[src/rtl/jstk_spi_responder.sv]
// Joystick SPI responder (SPI mode 0). It reports X/Y position and button
// state as a 40-bit frame, and it flags frames whose length is wrong.
// Optional feature: when the macro JSTK_RESP_CMD_EN is defined, the responder
// decodes an LED command from received byte 0. When the macro is undefined,
// no mosi path exists and led_out is held at 2'b00.
module jstk_spi_responder #(
  parameter int SYNC_STAGES = 2
) (
  input  logic       clk,
  input  logic       rst,
  input  logic       sclk,
  input  logic       cs,
  input  logic       mosi,
  output logic       miso,
  input  logic [9:0] x_in,
  input  logic [9:0] y_in,
  input  logic [2:0] btn_in,
  output logic [1:0] led_out,
  output logic       frame_done,
  output logic       frame_err
);

  typedef enum logic [1:0] {
    ST_IDLE  = 2'd0,
    ST_LOAD  = 2'd1,
    ST_SHIFT = 2'd2,
    ST_DONE  = 2'd3
  } state_t;

  state_t                 state_r;
  logic [SYNC_STAGES-1:0] sclk_sync_r;
  logic [SYNC_STAGES-1:0] cs_sync_r;
  logic                   sclk_prev_r;
  logic                   cs_prev_r;
  logic [SYNC_STAGES:0]   flush_r;
  logic                   armed_r;
  logic [39:0]            tx_r;
  logic [5:0]             cnt_r;
  logic                   miso_r;
  logic                   done_r;
  logic                   err_r;

  logic                   sclk_s;
  logic                   cs_s;
  logic                   sclk_rise_s;
  logic                   sclk_fall_s;
  logic                   cs_fall_s;
  logic                   cs_rise_s;
  logic                   frame_ok_s;
  logic [39:0]            tx_load_s;
  logic [5:0]             cnt_inc_s;

  assign sclk_s      = sclk_sync_r[SYNC_STAGES-1];
  assign cs_s        = cs_sync_r[SYNC_STAGES-1];
  // sclk edges only count while the synchronized chip select is low
  assign sclk_rise_s = sclk_s & ~sclk_prev_r & ~cs_s;
  assign sclk_fall_s = ~sclk_s & sclk_prev_r & ~cs_s;
  assign cs_fall_s   = ~cs_s & cs_prev_r;
  assign cs_rise_s   = cs_s & ~cs_prev_r;
  assign frame_ok_s  = (cnt_r == 6'd40);
  assign cnt_inc_s   = (cnt_r == 6'd63) ? cnt_r : (cnt_r + 6'd1);
  assign tx_load_s   = {x_in[7:0], 6'b000000, x_in[9:8],
                        y_in[7:0], 6'b000000, y_in[9:8],
                        5'b00000, btn_in};

  // Synchronize sclk and cs, and keep the previous value for edge detection
  always_ff @(posedge clk or negedge rst) begin
    if (!rst) begin
      sclk_sync_r <= {SYNC_STAGES{1'b0}};
      cs_sync_r   <= {SYNC_STAGES{1'b1}};
      sclk_prev_r <= 1'b0;
      cs_prev_r   <= 1'b1;
    end else begin
      sclk_sync_r <= {sclk_sync_r[SYNC_STAGES-2:0], sclk};
      cs_sync_r   <= {cs_sync_r[SYNC_STAGES-2:0], cs};
      sclk_prev_r <= sclk_s;
      cs_prev_r   <= cs_s;
    end
  end

  // Arm frame start only after cs has really been seen high following reset.
  // The reset value of the synchronizer chain is not evidence, so it must be
  // flushed out first.
  always_ff @(posedge clk or negedge rst) begin
    if (!rst) begin
      flush_r <= {(SYNC_STAGES+1){1'b0}};
      armed_r <= 1'b0;
    end else begin
      flush_r <= {flush_r[SYNC_STAGES-1:0], 1'b1};
      if ((&flush_r) && cs_s && cs_prev_r) begin
        armed_r <= 1'b1;
      end else begin
        armed_r <= armed_r;
      end
    end
  end

`ifdef JSTK_RESP_CMD_EN
  logic [SYNC_STAGES-1:0] mosi_sync_r;
  logic                   mosi_s;
  logic [39:0]            rx_r;
  logic [1:0]             led_r;

  assign mosi_s  = mosi_sync_r[SYNC_STAGES-1];
  assign led_out = led_r;

  // Synchronize mosi in step with sclk so it is sampled on the same edge
  always_ff @(posedge clk or negedge rst) begin
    if (!rst) begin
      mosi_sync_r <= {SYNC_STAGES{1'b0}};
    end else begin
      mosi_sync_r <= {mosi_sync_r[SYNC_STAGES-2:0], mosi};
    end
  end

  // Receive shift register and LED command decode on a valid frame
  always_ff @(posedge clk or negedge rst) begin
    if (!rst) begin
      rx_r  <= 40'd0;
      led_r <= 2'b00;
    end else begin
      if (state_r == ST_LOAD) begin
        rx_r <= 40'd0;
      end else if ((state_r == ST_SHIFT) && !cs_rise_s && sclk_rise_s) begin
        rx_r <= {rx_r[38:0], mosi_s};
      end else begin
        rx_r <= rx_r;
      end
      if ((state_r == ST_DONE) && frame_ok_s && (rx_r[39:34] == 6'b100000)) begin
        led_r <= rx_r[33:32];
      end else begin
        led_r <= led_r;
      end
    end
  end
`else
  logic unused_mosi_s;

  assign unused_mosi_s = mosi;
  assign led_out       = 2'b00;
`endif

  // Frame FSM: transmit shifting, bit counting and done/err pulses
  always_ff @(posedge clk or negedge rst) begin
    if (!rst) begin
      state_r <= ST_IDLE;
      tx_r    <= 40'd0;
      cnt_r   <= 6'd0;
      miso_r  <= 1'b0;
      done_r  <= 1'b0;
      err_r   <= 1'b0;
    end else begin
      done_r <= 1'b0;
      err_r  <= 1'b0;
      case (state_r)
        ST_IDLE: begin
          miso_r <= 1'b0;
          cnt_r  <= 6'd0;
          if (cs_fall_s && armed_r) begin
            state_r <= ST_LOAD;
          end else begin
            state_r <= ST_IDLE;
          end
        end
        ST_LOAD: begin
          tx_r    <= tx_load_s;
          miso_r  <= tx_load_s[39];
          cnt_r   <= 6'd0;
          state_r <= ST_SHIFT;
        end
        ST_SHIFT: begin
          if (cs_rise_s) begin
            state_r <= ST_DONE;
          end else begin
            state_r <= ST_SHIFT;
            if (sclk_rise_s) begin
              cnt_r <= cnt_inc_s;
            end else begin
              cnt_r <= cnt_r;
            end
            if (sclk_fall_s) begin
              // Zero fill means miso is 0 once all 40 bits have gone out
              tx_r   <= {tx_r[38:0], 1'b0};
              miso_r <= tx_r[38];
            end else begin
              tx_r   <= tx_r;
              miso_r <= miso_r;
            end
          end
        end
        ST_DONE: begin
          done_r  <= frame_ok_s;
          err_r   <= ~frame_ok_s;
          cnt_r   <= 6'd0;
          tx_r    <= 40'd0;
          miso_r  <= 1'b0;
          state_r <= ST_IDLE;
        end
        default: begin
          state_r <= ST_IDLE;
          tx_r    <= 40'd0;
          cnt_r   <= 6'd0;
          miso_r  <= 1'b0;
        end
      endcase
    end
  end

  assign miso       = miso_r;
  assign frame_done = done_r;
  assign frame_err  = err_r;

endmodule

[config.mk]
export PLATFORM = sky130hd
export DESIGN_NAME = jstk_spi_responder
export DESIGN_NICKNAME = d
export VERILOG_FILES = /design/src/rtl/jstk_spi_responder.sv
export SDC_FILE = /design/constraint.sdc
export NUM_CORES = 1
export LEC_CHECK = 0
export CAP_MARGIN = 25
export CORE_UTILIZATION = 55
export CTS_BUF_LIST = sky130_fd_sc_hd__clkbuf_8
export DETAILED_ROUTE_END_ITERATION = 10
export DONT_BUFFER_PORTS = 1
export PLACE_DENSITY_LB_ADDON = 0.05
export SETUP_SLACK_MARGIN = 0.02
export SLEW_MARGIN = 20
export SYNTH_ARGS = -nofsm -noshare
export SYNTH_HDL_FRONTEND = slang
export SYNTH_SLANG_ARGS = --single-unit
[constraint.sdc]
create_clock -name clk -period 4.2 [get_ports clk]
set_input_delay 0.84 -clock clk [delete_from_list [all_inputs] [get_ports clk]]
set_output_delay 0.84 -clock clk [all_outputs]
set_load 0.02 [all_outputs]
==> results of run 1 <==
-- per-stage QoR --
step | instance area (µm²) | setup WS [ns] | hold slack, ns | power [mW] | instances
finish | 3060 | 1.89 | 0.194 | 2.11 | 332
detailed placement | 2860 | 1.89 | 0.346 | 1.61 | 316
global route | 3060 | 1.78 | 0.177 | 2.25 | 332
global placement | 2860 | 1.91 | 0.334 | 1.59 | 316
floorplan | 2830 | 2.58 | 0.331 | 1.48 | 261
CTS | 3060 | 1.85 | 0.181 | 2.13 | 332
-- cell families (layout without fill, tap and decap cells) --
logic type               count (synthesis)  after routing  synth area share [%]
flip-flops                              60             60                  53.3
other                                    2              3                 0.266
adder cells (fa/ha/maj)                  7              7                  3.10
multiplexers                            41             41                  14.8
buffers and inverters                   54             58                  8.23
AO/OA/AOI/OAI                           34             34                  7.61
AND/OR/NAND/NOR                         62             62                  12.7
-- Yosys cell counts (2+ instances only) --
library cell,instances
clkbuf_1,6
mux2_2,6
buf_6,2
nor2b_1,2
dfstp_2,3
and3_1,2
mux2i_1,35
nand2b_1,4
nor2_1,2
inv_1,39
buf_4,4
ha_1,7
o22ai_1,4
conb_1,2
buf_1,3
nor3b_1,17
a311oi_1,2
nand2_1,25
a21oi_1,18
nand4b_1,2
dfrtp_1,57
-- power by group through the flow --
stage          Sequential, mW  Clock, mW  Combinational [mW]
2_1_floorplan           0.831          0               0.653
3_3_place_gp            0.852          0               0.740
3_5_place_dp            0.855          0               0.752
4_1_cts                 0.845      0.529               0.756
5_1_grt                 0.861      0.553               0.835
6_report                0.845      0.517               0.743
-- flip-flops by register name (all words and copies together) (netlist names) --
register and flops:
cs_prev_r 1, cs_sync_r 2, armed_r 1, state_r 2
sclk_prev_r 1, frame_err 1, tx_r 39, cnt_r 6
sclk_sync_r 2, miso 1, frame_done 1, flush_r 3
-- cell type report --
type / instances / area [µm²]
fill: 413 / 1790
clock buffer: 10 / 138
clock inverter: 6 / 63.8
sequential: 60 / 1510
multi-input combinational: 147 / 1100
timing repair buffer: 3 / 22.5
tap: 67 / 83.8
inverter: 39 / 146
-- layer usage --
layer | global-route usage (%) | share of wire, %
met5 | 0 | 0
met4 | 10.3 | 2.1
met3 | 5.08 | 4.3
met2 | 27.4 | 43
met1 | 25.3 | 50
-- worst min-delay path by stage --
stage              startpoint              to  slack, ns  cells after the start
6_report                  rst        cnt_r[0]       0.19                      0
5_1_grt                   rst        cnt_r[3]       0.18                      0
2_1_floorplan  sclk_sync_r[0]  sclk_sync_r[1]       0.33                      0
3_3_place_gp   sclk_sync_r[0]  sclk_sync_r[1]       0.33                      0
3_5_place_dp   sclk_sync_r[0]  sclk_sync_r[1]       0.35                      0
4_1_cts                   rst        cnt_r[0]       0.18                      0
==> qor.yml, run 1 <==
die_h_um: 73.7
drive_gt1_share_pct: 12.5
setup_tns_ns: 0
power_frac_seq_pct: 40.1
powerDensity_mw_per_mm2: 688
clk_latency_ns: 0.33
portBuffers: 0
clockBufferDepth: 2
ctsResizeCount: 0
drtIter0Drc: 74
hold_viol_final: 0
clkTransAtPathRegs_ns: 0.07
combinationalPowerShare_pct: 35.3
syn_area_mm2: 0.00283
critPathMaxFanout: 26
ant_nets: 0
skew_ns: 0.00847
root_buffer: "clkbuf_8"
slew_headroom_pct: 32.5
cap_violations: 0
drv_slew: 0
post_cts_buffers: 0
synth.area.top_cells: "dfrtp_1 50%, mux2i_1 12%, inv_1 5.2%, nor3b_1 4.5%, nand2_1 3.3%"
p_int_mw: 1.37
fmax_mhz: 434
grt_pass1_vias: 1659
die_w_um: 73.7
worst-path-stages: 4
p_clk_share_pct: 24.6
wl_per_cell_um: 13.5
grt_setup_unrepaired: "false"
final_cell_mix: "57 x dfrtp_1, 39 x inv_1, 35 x mux2i_1"
synth_ff_type: "dfrtp_1"
dp_hpwl_um: 2780
rows: 25
antenna_found_initial: 0
synth_edf_count: 0
r2r_cells: 4
ir_drop_v: 0.000350
critPathLaunchType: "register"
n_antenna_cell: 0
remaining_drc_errors: 0
worstMarginPinSlew_ns: 1.01
endpoint: "tx_r[19]"
critical_path_required_ns: 4.45
drtPass1Iterations: 4
r2r_start: "cs_sync_r[1]"
vias: 1729
grt_pass1_wl_um: 7490
netSwitchingFraction_pct: 34.8
grt_max_degree: 66
r2r_setup_slack_ns: 1.89
synth_warnings: 0
yosysSeqAreaShare_pct: 53.3
wirelength_um: 4490
syn_area_per_cell_um2: 10.9
cts_tree: "yes"
leakagePower_nw: 1.38
core_area_mm2: 0.00485
crit_slowest_cell: "a21oi_4"
syn_inst: 260
status: "complete, no violations"
cpPeakStageDelay_ns: 0.81
path_delay_family: "compound AO/OA/AOI/OAI gates"
period_share_pct: 54.9
postLayoutCoreUtil_pct: 63.1
period_needed_ns: 2.31
viasPerCell: 5.21
r2r_end: "tx_r[19]"
cp.arrival_ns: 2.56
clock-sinks: 60
switchingPower_uw: 733
hold_buffers: 0
crit_path_end_kind: "register"
crit_path_cell_trace: "or3b_4, a21oi_4, buf_4, mux2i_1"
cts_inserted_buffers: 9
grt_usage_pct: 18.8
grt_overflow_total: 0
area_growth_pct: 8.32
htree_num_levels: 3
hp-class: "in -> async"
initial_core_util_pct: 58.3
design.portCount: 33
synth.distinct_cells: 39
finalSetupViolCount: 0
layout_commonest_cell: "dfrtp_1"
netlist.area_leader.share_pct: 50.5
ys_ff_latch: 60
synth_largest_area_cell: "dfrtp_1"
cp.buffers_inverters: 1
die_area_mm2: 0.00543
gp_congestion: 0.759
nNetsFinal: 295
async_flop_share_pct: 100
crit_type: "reg -> reg"
crit_path_start: "cs_sync_r[1]"
No activity file was read; power rests on OpenSTA's default activity.
==> run 2: changes to the inputs <==
==> constraint.sdc (replaced) <==
create_clock -name clk -period 2.18 [get_ports clk]
set_input_delay 0.436 -clock clk [delete_from_list [all_inputs] [get_ports clk]]
set_output_delay 0.436 -clock clk [all_outputs]
set_load 0.02 [all_outputs]
==> qor.yml, run 2 (synthesis gave the netlist of run 1 again) <==
status: "complete, no violations"  # unchanged
cts_tree: "yes"  # unchanged
cpPeakStageDelay_ns: 0.44  # was 0.81 ns
root_buffer: "clkbuf_8"  # unchanged
area_growth_pct: 12.5  # was 8.32%
wirelength_um: 4720  # was 4490 µm
dp_hpwl_um: 3160  # was 2780 µm
n_antenna_cell: 0  # unchanged
initial_core_util_pct: 58.3  # unchanged
grt_pass1_wl_um: 7850  # was 7490 µm
wl_per_cell_um: 13.8  # was 13.5 µm
antenna_found_initial: 0  # unchanged
grt_overflow_total: 0  # unchanged
largest_register_ffs: 39  # unchanged
slew_headroom_pct: 65.5  # was 32.5%
crit_slowest_cell: "or3b_4"  # was a21oi_4
power.total_mw: 4.29  # was 2.11 mW
fmax_mhz: 580  # was 434 MHz
design.portCount: 33  # unchanged
crit_path_cell_trace: "or3b_4, a21oi_4, buf_12, mux2_2"  # was or3b_4, a21oi_4, buf_4, mux2i_1
leakagePower_nw: 1.45  # was 1.38 nW
finalSetupViolCount: 0  # unchanged
reg_top3: "tx_r x39, cnt_r x6, flush_r x3"  # unchanged
whs_path_depth: 0
nNetsFinal: 304  # was 295
remaining_drc_errors: 0  # unchanged
core_area_mm2: 0.00485  # unchanged
critPathLaunchType: "register"  # unchanged
vias: 1780  # was 1,729
final_cell_mix: "57 x dfrtp_1, 40 x inv_1, 35 x mux2i_1"  # was 57 x dfrtp_1, 39 x inv_1, 35 x mux2i_1
clock-sinks: 60  # unchanged
grt_usage_pct: 19.9  # was 18.8%
die_w_um: 73.7  # unchanged
grt_pass1_vias: 1707  # was 1,659
grt_max_degree: 61  # was 66
worstMarginPinSlew_ns: 0.516  # was 1.01 ns
gp_congestion: 0.733  # was 0.759
die_h_um: 73.7  # unchanged
period_share_pct: 79.1  # was 54.9%
cap_violations: 0  # unchanged
drive_gt1_share_pct: 14.6  # was 12.5%
die_area_mm2: 0.00543  # unchanged
drtIter0Drc: 128  # was 74
top_register: "tx_r"  # unchanged
ir_drop_v: 0.000791  # was 0.000350 V
rows: 25  # unchanged
layout_commonest_cell: "dfrtp_1"  # unchanged
hp-class: "in -> reg"  # was in -> async
cts_inserted_buffers: 9  # unchanged
viasPerCell: 5.22  # was 5.21
clk_latency_ns: 0.32  # was 0.33 ns
setup_tns_ns: 0  # unchanged
crit_path_end_kind: "register"  # unchanged
hold_viol_final: 0  # unchanged
critPathMaxFanout: 25  # was 26
clockBufferDepth: 2  # unchanged
portBuffers: 0  # unchanged
htree_num_levels: 3  # unchanged
critical_path_required_ns: 2.39  # was 4.45 ns
crit_type: "reg -> reg"  # unchanged
period_needed_ns: 1.73  # was 2.31 ns
ant_nets: 0  # unchanged
skew_ns: 0.00672  # was 0.00847 ns
r2r_cells: 4  # unchanged
grt_setup_unrepaired: "false"  # unchanged
drv_slew: 0  # unchanged
powerDensity_mw_per_mm2: 1350  # was 688 mW/mm²
clkTransAtPathRegs_ns: 0.07  # about the same
cp.arrival_ns: 1.94  # was 2.56 ns
drtPass1Iterations: 4  # unchanged
run 2: worst paths after layout:
| kind | slack (ns) | endpoint | start |
|---|---|---|---|
| worst max-delay path | 0.45 | tx_r[8] | cs_sync_r[1] |
| worst min-delay path | 0.11 | cs_sync_r[0] | cs |
| worst max register to register | 0.45 | tx_r[8] | cs_sync_r[1] |
| worst min register to register | 0.35 | sclk_sync_r[1] | sclk_sync_r[0] |
| max in group asynchronous | 1.25 | cs_sync_r[0] | rst |
| min in group asynchronous | 0.63 | cnt_r[0] | rst |
run 2: final cells by class:
type	count	area, µm²
repair buffers	12	125
clock buffers	10	138
fillers	412	1670
clock inverters	6	78.8
well taps	67	83.8
flip-flops and latches	60	1510
multi-input cells	147	1100
inverters	39	146
run 2: layer usage:
metal,wire length (µm),track usage (%)
met5,0,0
met3,184,5.21
met1,2320,26.5
met4,29,10.3
met2,2190,29.9
run 2: per-stage QoR:
stage | util, % | setup slack [ns] | std cells | cell area, µm² | hold WS, ns
after floorplan | - | 0.556 | 261 | 2830 | 0.140
after CTS | 65.6 | 0.452 | 341 | 3180 | 0.0926
after detailed placement | 60.3 | 0.461 | 323 | 2930 | 0.142
final | 65.6 | 0.455 | 341 | 3180 | 0.110
after global placement | 60.3 | 0.469 | 323 | 2930 | 0.142
after global routing | 65.6 | 0.366 | 341 | 3180 | 0.0802
run 2: timing repair:
| action | 4_1_cts | 5_1_grt |
|---|---|---|
| hold buffers | 2 | 0 |
| buffers inserted | 0 | 0 |
| resized for setup | 0 | 0 |
| setup endpoints to repair | 0 | 0 |
| hold endpoints to repair | 60 | 0 |
run 2: worst max-delay path, delay by kind of cell (launching register included):
family	cells	cell delay, ns
and+or+nand+nor	1	0.44
DFF	1	0.40
muxes	1	0.35
buffers and inverters	1	0.23
AOI/OAI and AO/OA	1	0.20
run 2: power by group:
| part | switching, mW | internal, mW |
|---|---|---|
| registers | 0.184 | 1.45 |
| logic | 0.846 | 0.742 |
| clock network | 0.408 | 0.665 |
